[src/rtl/booth_product_reg_if.sv]
// rtl/booth_product_reg_if.sv - Booth product register control/ALU bundle; ovf under BOOTH_PRODUCT_REG_OVF_EN
interface booth_product_reg_if #(
    parameter int WIDTH = 32
);
    localparam int STEPS = WIDTH / 2;
    localparam int CW    = $clog2(STEPS) + 1;

    logic                 start;
    logic [WIDTH-1:0]     multiplier;
    logic                 step_en;
    logic [WIDTH+1:0]     upper_in;
    logic [WIDTH+1:0]     upper_out;
    logic [2:0]           booth_bits;
    logic                 busy;
    logic                 done;
    logic [CW-1:0]        step_cnt;
    logic [2*WIDTH-1:0]   prod_out;
`ifdef BOOTH_PRODUCT_REG_OVF_EN
    logic                 ovf;

    modport master (
        output start, multiplier, step_en, upper_in,
        input  upper_out, booth_bits, busy, done, step_cnt, prod_out, ovf
    );
    modport slave (
        input  start, multiplier, step_en, upper_in,
        output upper_out, booth_bits, busy, done, step_cnt, prod_out, ovf
    );
`else
    modport master (
        output start, multiplier, step_en, upper_in,
        input  upper_out, booth_bits, busy, done, step_cnt, prod_out
    );
    modport slave (
        input  start, multiplier, step_en, upper_in,
        output upper_out, booth_bits, busy, done, step_cnt, prod_out
    );
`endif
endinterface

[src/rtl/booth_product_reg.sv]
// rtl/booth_product_reg.sv - radix-4 Booth product register with step sequencer; ovf under BOOTH_PRODUCT_REG_OVF_EN
module booth_product_reg #(
    parameter int WIDTH = 32
) (
    input  logic                clk,
    input  logic                clr,
    booth_product_reg_if.slave  bus
);
    localparam int STEPS = WIDTH / 2;
    localparam int CW    = $clog2(STEPS) + 1;

    typedef enum logic [1:0] {S_IDLE, S_RUN, S_DONE} state_t;

    state_t             state_q, state_d;
    logic [WIDTH+1:0]   upper_q, upper_d;
    logic [WIDTH-1:0]   lower_q, lower_d;
    logic               qm1_q, qm1_d;
    logic [CW-1:0]      cnt_q, cnt_d;
    logic [WIDTH+1:0]   step_upper;
    logic [WIDTH-1:0]   step_lower;
    logic               last_step;
`ifdef BOOTH_PRODUCT_REG_OVF_EN
    logic               ovf_q, ovf_d;
    logic [WIDTH:0]     step_top;
`endif

    always_ff @(posedge clk) begin
        if (!clr) begin
            state_q <= S_IDLE;
            upper_q <= '0;
            lower_q <= '0;
            qm1_q   <= 1'b0;
            cnt_q   <= '0;
`ifdef BOOTH_PRODUCT_REG_OVF_EN
            ovf_q   <= 1'b0;
`endif
        end else begin
            state_q <= state_d;
            upper_q <= upper_d;
            lower_q <= lower_d;
            qm1_q   <= qm1_d;
            cnt_q   <= cnt_d;
`ifdef BOOTH_PRODUCT_REG_OVF_EN
            ovf_q   <= ovf_d;
`endif
        end
    end

    // Arithmetic shift right by 2 of {upper_in, lower, q_m1}; only the sign of upper_in is replicated
    always_comb begin
        step_upper = {{2{bus.upper_in[WIDTH+1]}}, bus.upper_in[WIDTH+1:2]};
        step_lower = {bus.upper_in[1:0], lower_q[WIDTH-1:2]};
        last_step  = (cnt_q == CW'(STEPS - 1));
    end

    always_comb begin
        state_d = state_q;
        case (state_q)
            S_IDLE:  if (bus.start) state_d = S_RUN;
            S_RUN:   if (bus.step_en && last_step) state_d = S_DONE;
            S_DONE:  state_d = S_IDLE;
            default: state_d = S_IDLE;
        endcase
    end

    always_comb begin
        upper_d = upper_q;
        lower_d = lower_q;
        qm1_d   = qm1_q;
        cnt_d   = cnt_q;
`ifdef BOOTH_PRODUCT_REG_OVF_EN
        ovf_d    = ovf_q;
        step_top = {step_upper[WIDTH-1:0], step_lower[WIDTH-1]};
`endif
        if (state_q == S_IDLE && bus.start) begin
            upper_d = '0;
            lower_d = bus.multiplier;
            qm1_d   = 1'b0;
            cnt_d   = '0;
`ifdef BOOTH_PRODUCT_REG_OVF_EN
            ovf_d   = 1'b0;
`endif
        end else if (state_q == S_RUN && bus.step_en) begin
            upper_d = step_upper;
            lower_d = step_lower;
            qm1_d   = lower_q[1];
            cnt_d   = cnt_q + 1'b1;
`ifdef BOOTH_PRODUCT_REG_OVF_EN
            // The product must fit WIDTH signed bits: top WIDTH+1 bits all equal
            if (last_step) ovf_d = !((&step_top) || !(|step_top));
`endif
        end
    end

    always_comb begin
        bus.busy       = (state_q == S_RUN);
        bus.done       = (state_q == S_DONE);
        bus.upper_out  = upper_q;
        bus.booth_bits = {lower_q[1:0], qm1_q};
        bus.step_cnt   = cnt_q;
        bus.prod_out   = {upper_q[WIDTH-1:0], lower_q};
`ifdef BOOTH_PRODUCT_REG_OVF_EN
        bus.ovf        = ovf_q;
`endif
    end
endmodule

[src/flat_wrapper.sv]
// flat-port wrapper written by rule: the top's interface ports become plain ports
module booth_product_reg_flat 
#(
    parameter int WIDTH = 32
)
  (clk, clr, bus_start, bus_multiplier, bus_step_en, bus_upper_in, bus_upper_out, bus_booth_bits, bus_busy, bus_done, bus_step_cnt, bus_prod_out);
  booth_product_reg_if #(.WIDTH(WIDTH)) bus_i ();
  input  logic clk;
  input  logic clr;
  input wire logic [$bits(bus_i.start)-1:0] bus_start;
  input wire logic [$bits(bus_i.multiplier)-1:0] bus_multiplier;
  input wire logic [$bits(bus_i.step_en)-1:0] bus_step_en;
  input wire logic [$bits(bus_i.upper_in)-1:0] bus_upper_in;
  output wire logic [$bits(bus_i.upper_out)-1:0] bus_upper_out;
  output wire logic [$bits(bus_i.booth_bits)-1:0] bus_booth_bits;
  output wire logic [$bits(bus_i.busy)-1:0] bus_busy;
  output wire logic [$bits(bus_i.done)-1:0] bus_done;
  output wire logic [$bits(bus_i.step_cnt)-1:0] bus_step_cnt;
  output wire logic [$bits(bus_i.prod_out)-1:0] bus_prod_out;
  assign bus_i.start = bus_start;
  assign bus_i.multiplier = bus_multiplier;
  assign bus_i.step_en = bus_step_en;
  assign bus_i.upper_in = bus_upper_in;
  assign bus_upper_out = bus_i.upper_out;
  assign bus_booth_bits = bus_i.booth_bits;
  assign bus_busy = bus_i.busy;
  assign bus_done = bus_i.done;
  assign bus_step_cnt = bus_i.step_cnt;
  assign bus_prod_out = bus_i.prod_out;
  booth_product_reg #(.WIDTH(WIDTH)) u_core (.clk(clk), .clr(clr), .bus(bus_i));
endmodule
[config.mk]
export PLATFORM = sky130hd
export DESIGN_NAME = booth_product_reg_flat
export DESIGN_NICKNAME = d
export VERILOG_FILES = /design/src/rtl/booth_product_reg_if.sv /design/src/rtl/booth_product_reg.sv /design/src/flat_wrapper.sv
export SDC_FILE = /design/constraint.sdc
export NUM_CORES = 1
export LEC_CHECK = 0
export CORE_UTILIZATION = 30
export CTS_CLUSTER_DIAMETER = 200
export DETAILED_ROUTE_END_ITERATION = 7
export DONT_BUFFER_PORTS = 1
export PLACE_DENSITY = 0.46
export SLEW_MARGIN = 10
export SYNTH_ARGS = -nofsm -noshare
export SYNTH_HDL_FRONTEND = slang
export SYNTH_SLANG_ARGS = --single-unit
[constraint.sdc]
create_clock -name clk -period 2.7 [get_ports clk]
set_input_delay 0.54 -clock clk [delete_from_list [all_inputs] [get_ports clk]]
set_output_delay 0.54 -clock clk [all_outputs]
set_load 0.1 [all_outputs]
After elaboration in Yosys (flattened, before gate mapping)

Cells that the tools add are included.

Register bits after elaboration: 72
Bits in latches: 0
RAM bits: 0
Memory bits (read-only): 0
Input bits: 70
Output and inout bits: 108
Word-level logic and storage cells: 24
Memories: 0

$add $sub $neg: 1
$mul: 0
Div/mod/pow operators: 0
Magnitude comparators: 0
Equality and inequality tests: 5
Shifts and indexed selects: 0
Muxes and demuxes: 5
Bitwise gates (word level): 1
Reductions and logical operators: 7

Operators by type and width:

| operator            | number |
|---|---|
| $mux 32             | 2 |
| $add 5x1->5 const B | 1 |
| $eq 5x4->1 const B  | 1 |
| $mux 2              | 2 |
| $pmux 2 s2          | 1 |
| $logic_and 1x1->1   | 3 |
| $eq 2x1->1 const B  | 1 |
| $eq 2x2->1 const B  | 1 |
| $logic_not 2->1     | 1 |
| $ne 2x1->1 const B  | 1 |
| $ne 2x2->1 const B  | 1 |
| $reduce_and 2->1    | 1 |
| $reduce_bool 2->1   | 1 |
| $reduce_or 2->1     | 1 |
| $not 1->1           | 1 |

Logic depth before layout (Yosys ltp)

Word-level depth: 4
Depth in mapped cells: 6
Depth with buffers taken out: 6

Least setup slack after synthesis

OpenSTA, ideal clock, no wires.

Path kind: register -> output
From: register u_core.state_q[0]
To: output bus_busy
Arrival time: 1.765 ns
Data required time: 2.160 ns
Path slack: 0.395 ns
Stages on the path, launching flop included: 2
Buffers on the path: 0
Cell sequence: dfxtp_1 > nor2b_1

Cells in the longest elaborated chain, start to end: 1

RTL lines:

| what                     | RTL line                | RTL |
|---|---|---|
| start: declaration       | booth_product_reg.sv:14 | `state_t state_q, state_d;` |
| start signal: assignment | booth_product_reg.sv:38 | `state_q <= state_d;` |
| $eq 2x1->1               | booth_product_reg.sv:96 | `bus.busy = (state_q == S_RUN);` |
| end: declaration         | flat_wrapper.sv:16      | `output wire logic [$bits(bus_i.busy)-1:0] bus_busy;` |

No other way between the ends.

Final worst setup path

From: register, netlist name u_core.bus.upper_out[31]
To: output bus_prod_out[63]

RTL lines:

| what             | RTL line           | RTL |
|---|---|---|
| end: declaration | flat_wrapper.sv:19 | `output wire logic [$bits(bus_i.prod_out)-1:0] bus_prod_out;` |

No word-level cell between the ends.

==> flow_summary.json <==
{
  "synth_cells": 394,
  "antenna_found_initial": 0,
  "yosysUniqueCellTypes": 24,
  "drc_errors": 0,
  "cts_setup_buffers": 0,
  "insertion_delay_ns": 0.34,
  "fp.dieW_um": 104,
  "yosys_warnings": 0,
  "drtPass1Iterations": 4,
  "yosys-top-cells-area": "dfxtp_1, nand2_1, buf_4",
  "hold_viol_final": 0,
  "ys_seq_elements": 72,
  "status": "complete, no violations",
  "clkPwrFrac_pct": 30.1,
  "power_frac_seq_pct": 46.4,
  "synth_area_leader_cell": "dfxtp_1",
  "cts_tree": "built",
  "relSlewSlack_pct": 25.5,
  "cts_root_buf": "clkbuf_8",
  "die_area_um2": 10800,
  "synthMostInstantiatedCell": "nand2_1",
  "async_flop_share_pct": 0,
  "routed_wl_mm": 7.90,
  "synth_edf_count": 0,
  "timing.final.crit_share_pct": 74.2,
  "grt_pass1_vias": 2718,
  "p_switching_mw": 1.11,
  "synthesis.nets": 466,
  "fillers": 1063,
  "num_io_pins": 178,
  "io_buffers": 0,
  "maxCapViolCount": 0,
  "layout-drive-gt1-share_pct": 29.5,
  "worst-path-max-fanout": 5,
  "postRouteAntennaNets": 0,
  "ir_drop_v": 0.000284,
  "place_worst_setup_slack_ns": 0.978,
  "chipHeight_um": 104,
  "p_int_mw": 1.66,
  "p_total_mw": 2.78,
  "htree_levels": 3,
  "clock_path_buffers": 2,
  "worst_setup_path_start_kind": "flip-flop",
  "synthTopCellsByCount": "nand2_1, dfxtp_1, buf_4, a21oi_1, a31oi_1",
  "nets": 480,
  "crit_type": "reg -> out",
  "rsz0062_at_grt": "no",
  "fin_crit_ns": 2.00,
  "core-area_um2": 9910,
  "fin_util_pct": 35.9,
  "multi_input_area_um2": 1190,
  "combPwrFrac_pct": 23.6,
  "hold_buffers": 0,
  "min_path_type": "in -> reg",
  "grt_overflow": 0,
  "setup_viol": 0,
  "max_freq_mhz": 499,
  "clkTransAtPathRegs_ns": 0.08,
  "critPathArrivalTime_ns": 1.46,
  "cts-buffers-inserted": 9,
  "via_count": 2606,
  "routedWlPerCell_um": 14.5,
  "swShare_pct": 40.1,
  "cts.sinks": 72,
  "globalplace.congestion": 0.727,
  "finalNonFillerCells": 546,
  "register_area_um2": 1490,
  "ys_seq_area_share_pct": 46.4,
  "syn_to_final_growth_pct": 14.4,
  "ctsResizeCount": 0,
  "power_leakage_nw": 1.34,
  "synth_flop_cell": "dfxtp_1",
  "grt_first_pass_wirelength_mm": 13.0,
  "skew_ns": 0.00867,
  "grtUsageTotal_pct": 14.9,
  "crit_required_ns": 2.16,
  "dp.cells": 530,
  "drt-initial-drc-count": 124,
  "syn_area_per_cell_um2": 7.89,
  "synth_top_cell_area_share_pct": 46.4,
  "grt_max_degree": 43,
  "setup_slack_ns": 0.696,
  "dp_hpwl_mm": 5.31,
  "slew_viol_final": 0,
  "rows": 36,
  "antenna_cells": 0,
  "synthesis.area_um2": 3110,
  "pwr_density_cell_nw_per_um2": 780,
  "start_util_pct": 31.4,
  "routed_via_density": 4.77,
  "fin_setup_tns_ns": 0,
  "worstSetupEndpointType": "primary output",
  "worstMarginPinSlew_ns": 1.12
}
[cell families (layout without fill, tap and decap cells)]
| group | Yosys count | count (layout) | synth area share, % |
|---|---|---|---|
| and+or+nand+nor | 147 | 147 | 18.9 |
| AOI/OAI and AO/OA | 104 | 104 | 18.2 |
| DFF | 72 | 72 | 46.4 |
| buffers and inverters | 68 | 87 | 15.5 |
| adders and majority gates | 2 | 2 | 0.805 |
| xor gates and xnor gates | 1 | 1 | 0.282 |
[layer usage]
metal	share of wire, %	up-vias	track usage, %	routed length, um
li1	-	1298	-	-
met1	43	1174	16.8	3370
met2	47	123	25.1	3710
met3	9.4	11	6.73	743
met4	0.97	0	4.59	77
met5	0	-	0	0
[worst register-to-register path: stages (launching register included)]
cell     delay [ns]
dfxtp_1        0.42
and3b_2        0.52
buf_4          0.33
nand2_1        0.08
a31oi_1        0.18
[layout make-up]
type | instances | area share, %
flip-flops and latches | 72 | 41.8
inverters | 2 | 0.211
repair buffers | 69 | 14.6
well taps | 133 | 4.68
clock inverters | 6 | 1.69
multi-input cells | 254 | 33.5
clock buffers | 10 | 3.59
[registers in the layout, indices dropped and copies added, names as in the netlist]
register / flops
u_core.bus.step_cnt: 5
u_core.bus.upper_out: 32
u_core.qm1_q: 1
u_core.lower_q: 32
u_core.state_q: 2
[cells in the final DEF, fill, tap and decap left out, types with 3 or more instances in the layout]
cell	n
dfxtp_1	38
dfxtp_2	33
buf_4	69
clkinv_2	3
o21ai_1	20
nand2_1	135
o21ai_0	14
clkbuf_8	9
a31oi_1	32
a21oi_1	36
[final timing paths]
kind	start	cells past startpoint	endpoint	slack (ns)
worst max-delay path	u_core.bus.upper_out[31]	0	bus_prod_out[63]	0.70
worst min-delay path	bus_upper_in[7]	2	u_core.bus.upper_out[5]	0.32
worst max register to register	u_core.state_q[0]	4	u_core.lower_q[9]	1.09
worst min register to register	u_core.bus.upper_out[6]	2	u_core.bus.upper_out[6]	0.45
[through the flow]
| stage | cell area (um^2) | hold slack [ns] |
|---|---|---|
| 2_1_floorplan | 3110 | 0.437 |
| 3_3_place_gp | 3370 | 0.440 |
| 3_5_place_dp | 3370 | 0.445 |
| 4_1_cts | 3560 | 0.295 |
| 5_1_grt | 3560 | 0.290 |
| 6_report | 3560 | 0.317 |
[power groups by stage]
stage | sequential (mW) | combinational [mW] | clock [mW]
global placement | 1.31 | 0.652 | 0
finish | 1.29 | 0.654 | 0.835
global route | 1.30 | 0.687 | 0.923
CTS | 1.29 | 0.659 | 0.867
detailed placement | 1.31 | 0.659 | 0
floorplan | 1.58 | 0.303 | 0
Power figures use the tool's default switching activity.
